**config.mk**
```make
export PLATFORM = sky130hd
export DESIGN_NAME = crossbar_slave_port
export DESIGN_NICKNAME = d
export VERILOG_FILES = /design/src/rtl/crossbar_slave_port.sv
export SDC_FILE = /design/constraint.sdc
export NUM_CORES = 1
export LEC_CHECK = 0
export CORE_ASPECT_RATIO = 0.75
export CORE_MARGIN = 2
export CORE_UTILIZATION = 41
export DETAILED_ROUTE_END_ITERATION = 12
export PLACE_DENSITY = 0.87
export SKIP_CTS_REPAIR_TIMING = 1
export SLEW_MARGIN = 20
export SYNTH_ARGS = -nofsm -noshare
export SYNTH_HDL_FRONTEND = slang
export SYNTH_SLANG_ARGS = --single-unit
```
**constraint.sdc**
```tcl
create_clock -name clk -period 4.4 [get_ports clk]
set_input_delay 0.88 -clock clk [delete_from_list [all_inputs] [get_ports clk]]
set_output_delay 0.88 -clock clk [all_outputs]
set_load 0.03 [all_outputs]
```
**src/rtl/crossbar_slave_port.sv**
```systemverilog
// Slave-side endpoint of the 2-master crossbar: round-robin arbitration between
// the two masters, request latching toward the slave, and ack/rdata return.
module crossbar_slave_port #(
  parameter int AW      = 32,
  parameter int DW      = 32,
  parameter int TIMEOUT = 16,
  parameter int CW      = 5
) (
  input  logic          clk,
  input  logic          rst,
  input  logic          m0_req,
  input  logic          m0_cmd,
  input  logic [AW-1:0] m0_addr,
  input  logic [DW-1:0] m0_wdata,
  input  logic          m1_req,
  input  logic          m1_cmd,
  input  logic [AW-1:0] m1_addr,
  input  logic [DW-1:0] m1_wdata,
  output logic          m0_granted,
  output logic          m1_granted,
  output logic          m0_ack,
  output logic          m1_ack,
  output logic [DW-1:0] m_rdata,
  output logic          m_err,
  output logic          slave_req,
  output logic          slave_cmd,
  output logic [AW-1:0] slave_addr,
  output logic [DW-1:0] slave_wdata,
  input  logic          slave_ack,
  input  logic [DW-1:0] slave_rdata
);

  typedef enum logic [1:0] {IDLE, REQ, RESP} state_t;

  localparam bit            TO_EN   = (TIMEOUT != 0);
  localparam logic [CW-1:0] TO_LAST = CW'(TIMEOUT - 1);

  state_t        state_q, state_d;
  logic          rr_q, rr_d;
  logic [CW-1:0] cnt_q, cnt_d;
  logic          g0_d, g1_d, a0_d, a1_d, err_d, sreq_d, cmd_d, win1;
  logic [DW-1:0] rdata_d, wdata_d;
  logic [AW-1:0] addr_d;

  always_ff @(posedge clk) begin
    if (rst) begin
      state_q     <= IDLE;
      rr_q        <= 1'b1;
      cnt_q       <= '0;
      m0_granted  <= 1'b0;
      m1_granted  <= 1'b0;
      m0_ack      <= 1'b0;
      m1_ack      <= 1'b0;
      m_rdata     <= '0;
      m_err       <= 1'b0;
      slave_req   <= 1'b0;
      slave_cmd   <= 1'b0;
      slave_addr  <= '0;
      slave_wdata <= '0;
    end else begin
      state_q     <= state_d;
      rr_q        <= rr_d;
      cnt_q       <= cnt_d;
      m0_granted  <= g0_d;
      m1_granted  <= g1_d;
      m0_ack      <= a0_d;
      m1_ack      <= a1_d;
      m_rdata     <= rdata_d;
      m_err       <= err_d;
      slave_req   <= sreq_d;
      slave_cmd   <= cmd_d;
      slave_addr  <= addr_d;
      slave_wdata <= wdata_d;
    end
  end

  always_comb begin
    state_d = state_q;
    rr_d    = rr_q;
    cnt_d   = cnt_q;
    g0_d    = m0_granted;
    g1_d    = m1_granted;
    a0_d    = 1'b0;
    a1_d    = 1'b0;
    rdata_d = m_rdata;
    err_d   = m_err;
    sreq_d  = slave_req;
    cmd_d   = slave_cmd;
    addr_d  = slave_addr;
    wdata_d = slave_wdata;
    win1    = 1'b0;
    case (state_q)
      IDLE: begin
        if (m0_req || m1_req) begin
          // On a tie the master that did not win last time takes the slave
          win1    = m1_req && (!m0_req || !rr_q);
          cmd_d   = win1 ? m1_cmd   : m0_cmd;
          addr_d  = win1 ? m1_addr  : m0_addr;
          wdata_d = win1 ? m1_wdata : m0_wdata;
          g0_d    = !win1;
          g1_d    = win1;
          sreq_d  = 1'b1;
          rr_d    = win1;
          cnt_d   = '0;
          state_d = REQ;
        end
      end
      REQ: begin
        // A slave ack in the final timeout cycle still completes normally
        if (slave_ack) begin
          rdata_d = slave_rdata;
          err_d   = 1'b0;
          sreq_d  = 1'b0;
          a0_d    = m0_granted;
          a1_d    = m1_granted;
          state_d = RESP;
        end else if (TO_EN && (cnt_q == TO_LAST)) begin
          rdata_d = '0;
          err_d   = 1'b1;
          sreq_d  = 1'b0;
          a0_d    = m0_granted;
          a1_d    = m1_granted;
          state_d = RESP;
        end else begin
          cnt_d = cnt_q + CW'(1);
        end
      end
      RESP: begin
        g0_d    = 1'b0;
        g1_d    = 1'b0;
        err_d   = 1'b0;
        state_d = IDLE;
      end
      default: state_d = IDLE;
    endcase
  end

endmodule

```
# --- Word-level counts from Yosys, hierarchy flattened ---
# Cells that the tools add are included.
totals:
  ff_bits: 111
  inputBits: 167
  output_inout_bits: 103
classes:
  n_addsub: 1
  eq_ne: 7
  mux: 28
  bitwise_logic: 1
  reduce_logical: 19
ops:
  columns: ["op", "count"]
  rows:
  - ["$mux 32", 4]
  - ["$mux 5", 3]
  - ["$mux 1", 12]
  - ["$pmux 5 s2", 1]
  - ["$reduce_and 2->1", 5]
  - ["$pmux 1 s2", 4]
  - ["$reduce_bool 2->1", 4]
  - ["$mux 2", 3]
  - ["$ne 2x2->1 const B", 3]
  - ["$add 5x1->5 const B", 1]
  - ["$eq 5x4->1 const B", 1]
  - ["$pmux 2 s2", 1]
  - ["$reduce_and 4->1", 1]
  - ["$logic_not 1->1", 3]
  - ["$ne 3x3->1 const B", 1]
  - ["$reduce_and 3->1", 1]
  - ["$eq 2x1->1 const B", 1]
  - ["$eq 2x2->1 const B", 1]
  - ["$logic_not 2->1", 1]
  - ["$logic_or 1x1->1", 2]
  - ["$reduce_or 2->1", 1]
  - ["$logic_and 1x1->1", 1]
  - ["$not 1->1", 1]

# --- Depth between registers and ports, before layout ---
logic_depth:
  ltp_word: 6
  depth_mapped: 7
  mapped_depth_nobuf: 6

# --- Worst setup path after synthesis ---
# OpenSTA, ideal clock, no wires.
synth_timing:
  path_kind: "input to register"
  startpoint: "input slave_ack"
  endpoint: "register cnt_q[4]"
  setup_time_ns: 0.070
  arrival_time_ns: 2.099
  required_time_ns: 4.330
  slack_ns: 2.231
  stages: 4
  path_cell_list: "or4b_1 -> buf_2 -> or4b_1 -> a21oi_1"
synth_via:
  elab_chain_cells: 2
synth_lines:
  columns: ["item", "line_no", "source"]
  rows:
  - ["from (decl)", "29", "input logic slave_ack,"]
  - ["$ne 2x2->1 (no source line)", null, null]
  - ["$reduce_and 4->1 (no source line)", null, null]
  - ["to (signal assigned)", "63", "cnt_q <= cnt_d;"]
  - ["to (decl)", "40", "logic [CW-1:0] cnt_q, cnt_d;"]
# No other way between the ends.
# A chain may end at the register's enable or synchronous reset.

# --- Final worst setup path ---
layout_timing:
  startpoint: "input m1_req"
  endpoint: "register slave_addr[11]"
layout_via:
  elab_chain_cells: 2
layout_lines:
  columns: ["item", "line_no", "source"]
  rows:
  - ["from (decl)", "15", "input logic m1_req,"]
  - ["$logic_and 1x1->1 or $logic_or 1x1->1 (tied branches)", "96, 94", null]
  - ["$mux 32 or $reduce_and 2->1 (tied branches)", null, null]
  - ["to (signal assigned)", "72", "slave_addr <= addr_d;"]
  - ["to (decl)", "27", "output logic [AW-1:0] slave_addr,"]
# Several ways; a longest one is shown, not always the timed one.

==> flow_metrics.py <==
metrics = {
    "status": {
        "status": "finished, final reports clean",
    },
    "floorplanning": {
        "die_h_um": 95.6,
        "fp.dieW_um": 126,
        "initial_core_util_pct": 42.1,
        "die-area_um2": 12100,
        "placementRows": 33,
        "io_pins": 270,
        "core_area_um2": 10900,
    },
    "grt": {
        "grt_pass1_vias": 4928,
        "grt.overflow.total": 0,
        "grt_util_all_layers_pct": 25.8,
        "grt_max_degree": 61,
        "antenna_found_initial": 0,
        "grt_first_pass_wirelength_mm": 25.2,
    },
    "worst_setup_path": {
        "cp_slowest_cell": "clkdlybuf4s50_1",
        "path_class": "in2reg",
        "r2r_start": "cnt_q[0]",
        "reg2regPathDepth": 6,
        "cp.depth": 5,
        "worstPathArrival_ns": 2.85,
        "critPathTopFamily": "buffers and inverters",
        "slowest_delay_ns": 0.62,
        "crit_path_end_kind": "flip-flop",
        "crit_path_max_fanout": 44,
        "startpoint": "m1_req",
        "worstPathCellList": "clkdlybuf4s50_1, a21boi_4, buf_4, nand3_1, a31oi_1",
        "critPathRequiredTime_ns": 4.66,
        "startpoint_type": "input pin",
        "critPathBufInv": 2,
    },
    "logic_synthesis": {
        "synth_compound_area_share_pct": 25.0,
        "yosys_warnings": 0,
        "synth_cell_types": 34,
        "synth.cell_area_um2": 4590,
        "synth_area_leaders": "dfxtp_1, a31oi_1, nand4_1, nand3_1, a22o_1",
        "yosys.area.top_type": "dfxtp_1",
        "synth-seq-area-share_pct": 48.5,
        "synth_top_area_share_pct": 48.5,
        "synth_commonest_cells": "dfxtp_1, nand3_1, a31oi_1, nand4_1, clkbuf_1",
        "synthAdderAreaFrac_pct": 0.819,
        "yosysMostFrequentCell": "dfxtp_1",
        "async_reset_ff_share_pct": 0,
        "syn_inst": 523,
        "synth_top_family_by_area": "compound AO/OA/AOI/OAI gates",
        "synth_xor_area_share_pct": 0,
        "synthMuxAreaShare_pct": 0,
        "yosys.area_share.simple_pct": 19.2,
        "avgSynthCellArea_um2": 8.77,
        "syn-num-nets": 693,
        "synthFlopType": "dfxtp_1",
        "ys_ff_latch": 111,
        "synth_edf_count": 0,
    },
    "sta": {
        "tns_ns": 0,
        "min_period_over_period_pct": 58.9,
        "fmax_ghz": 0.386,
        "worst_slew_pin_slew_ns": 1.08,
        "min_period_ns": 2.59,
        "hold_violations": 0,
        "rsz0062_at_grt": "no",
        "setup_viol": 0,
        "finalClockSkew_ns": 0.00992,
        "fin_ws_ns": 1.81,
        "max_slew_margin_pct": 27.8,
        "hold_ws_ns": 0.483,
        "slew_viol_final": 0,
    },
    "drt": {
        "ant_nets": 0,
        "drt_iter0_drc": 497,
        "vias_per_cell": 5.89,
        "drt-total-wl_mm": 16.6,
        "vias": 5256,
        "avgRoutedWirePerCell_um": 18.6,
        "dr.pass1.iters": 5,
        "drcViolationCount": 0,
    },
    "power": {
        "seqPwrFrac_pct": 42.9,
        "p_comb_share_pct": 27.1,
        "p_per_area_nw_per_um2": 345,
        "peakVddDrop_mv": 0.229,
        "clkPwrFrac_pct": 30.0,
        "swShare_pct": 30.8,
        "total_leakage_power_nw": 2.65,
        "p_int_w": 0.00181,
        "netSwitchingPower_w": 0.000808,
    },
    "hold_path": {
        "hp-class": "reg2reg",
        "whs_path_depth": 1,
        "min_from": "m_rdata[8]",
    },
    "clocking": {
        "clk_pin_slew_ns": 0.07,
        "clk_latency_ns": 0.35,
        "cts.sinks": 111,
        "h-tree-depth": 3,
        "cts_buffer_depth": 2,
        "cts_tree": "done",
        "root_buffer": "clkbuf_16",
        "cts_buffers": 9,
    },
    "placed_design": {
        "routabilityCongestion": 0.878,
        "place_hpwl_mm": 11.6,
        "place_ws_ns": 1.50,
        "port_buffers": 269,
    },
    "cells_and_area": {
        "layout.nets": 917,
        "syn2layout_area_growth_pct": 65.6,
        "drive_above_1_share_pct": 4.92,
        "diodes": 0,
    },
    "job": {
        "maxCapViolCount": 0,
    },
}
==> worst register-to-register path: cells and delay by family (launching register included) <==
family | cells | cell delay (ns)
and+or+nand+nor | 3 | 1.35
AOI/OAI and AO/OA | 1 | 0.15
adders and majority gates | 2 | 0.42
DFF | 1 | 0.34
==> cell usage in the layout, fill, tap and decap left out, drive strengths merged <==
master,instances
dfxtp,111
and4b,1
a21oi,11
a21boi,1
o211ai,4
nor2b,1
or3,3
nand3,59
inv,13
clkdlybuf4s50,267
ha,3
or4b,2
nor3,10
clkbuf,11
nand2b,3
buf,11
clkinvlp,3
nor2,4
a21bo,1
a22o,32
nand2,3
a21o,1
clkinv,1
and2,3
and3,1
a31oi,57
nand4,57
nor3b,3
or2,5
a221o,10
o21ai,60
==> power by group through the flow <==
stage | Clock [W] | Combinational (W) | Sequential, W
final | 0.000786 | 0.000710 | 0.00113
after global routing | 0.000847 | 0.000750 | 0.00113
after CTS | 0.000799 | 0.000709 | 0.00112
after detailed placement | 0 | 0.000706 | 0.00115
after global placement | 0 | 0.000689 | 0.00114
after floorplan | 0 | 0.000216 | 0.00128
==> sequential cells by signal (all words and copies together), names as in the netlist <==
name / cells
m1_granted: 1
rr_q: 1
state_q: 2
m0_granted: 1
cnt_q: 5
slave_req: 1
m_err: 1
m_rdata: 32
m1_ack: 1
slave_cmd: 1
m0_ack: 1
slave_wdata: 32
slave_addr: 32
==> logic make-up (layout without fill, tap and decap cells) <==
| logic type | Yosys count | after routing |
|---|---|---|
| compound gates | 177 | 177 |
| simple gates | 155 | 155 |
| flops | 111 | 111 |
| buf+inv | 77 | 306 |
| fa+ha+maj | 3 | 3 |
==> worst paths after layout <==
kind                                       end  slack (ns)
worst max-delay path            slave_addr[11]        1.81
worst min-delay path                m_rdata[8]        0.48
worst max register to register        cnt_q[4]        2.08
worst min register to register      m_rdata[8]        0.48
==> cell type report <==
| cell class | instances | area (µm²) |
|---|---|---|
| fill | 836 | 3300 |
| multi-input combinational | 335 | 2110 |
| inverter | 12 | 45.0 |
| timing repair buffer | 278 | 2760 |
| sequential | 111 | 2220 |
| clock inverter | 5 | 42.5 |
| clock buffer | 11 | 243 |
| tap | 140 | 175 |
==> per-stage QoR <==
stage	total power, W	instances	util, %	area (µm²)
after global placement	0.00183	875	66.9	7290
after global routing	0.00273	892	69.7	7600
after CTS	0.00263	892	69.7	7600
final	0.00262	892	69.7	7600
after detailed placement	0.00185	876	67.1	7310
after floorplan	0.00150	523	-	4590
==> layer usage <==
layer  global-route usage (%)  vias to the layer above  part of all wire (%)
met3                     6.45                       27                   9.0
li1                         -                     2442                     -
met4                     8.88                        0                   2.2
met1                     32.2                     2484                    40
met5                        0                        -                     0
met2                     44.0                      303                    49
Note: power is estimated with default switching activity, not from simulation.
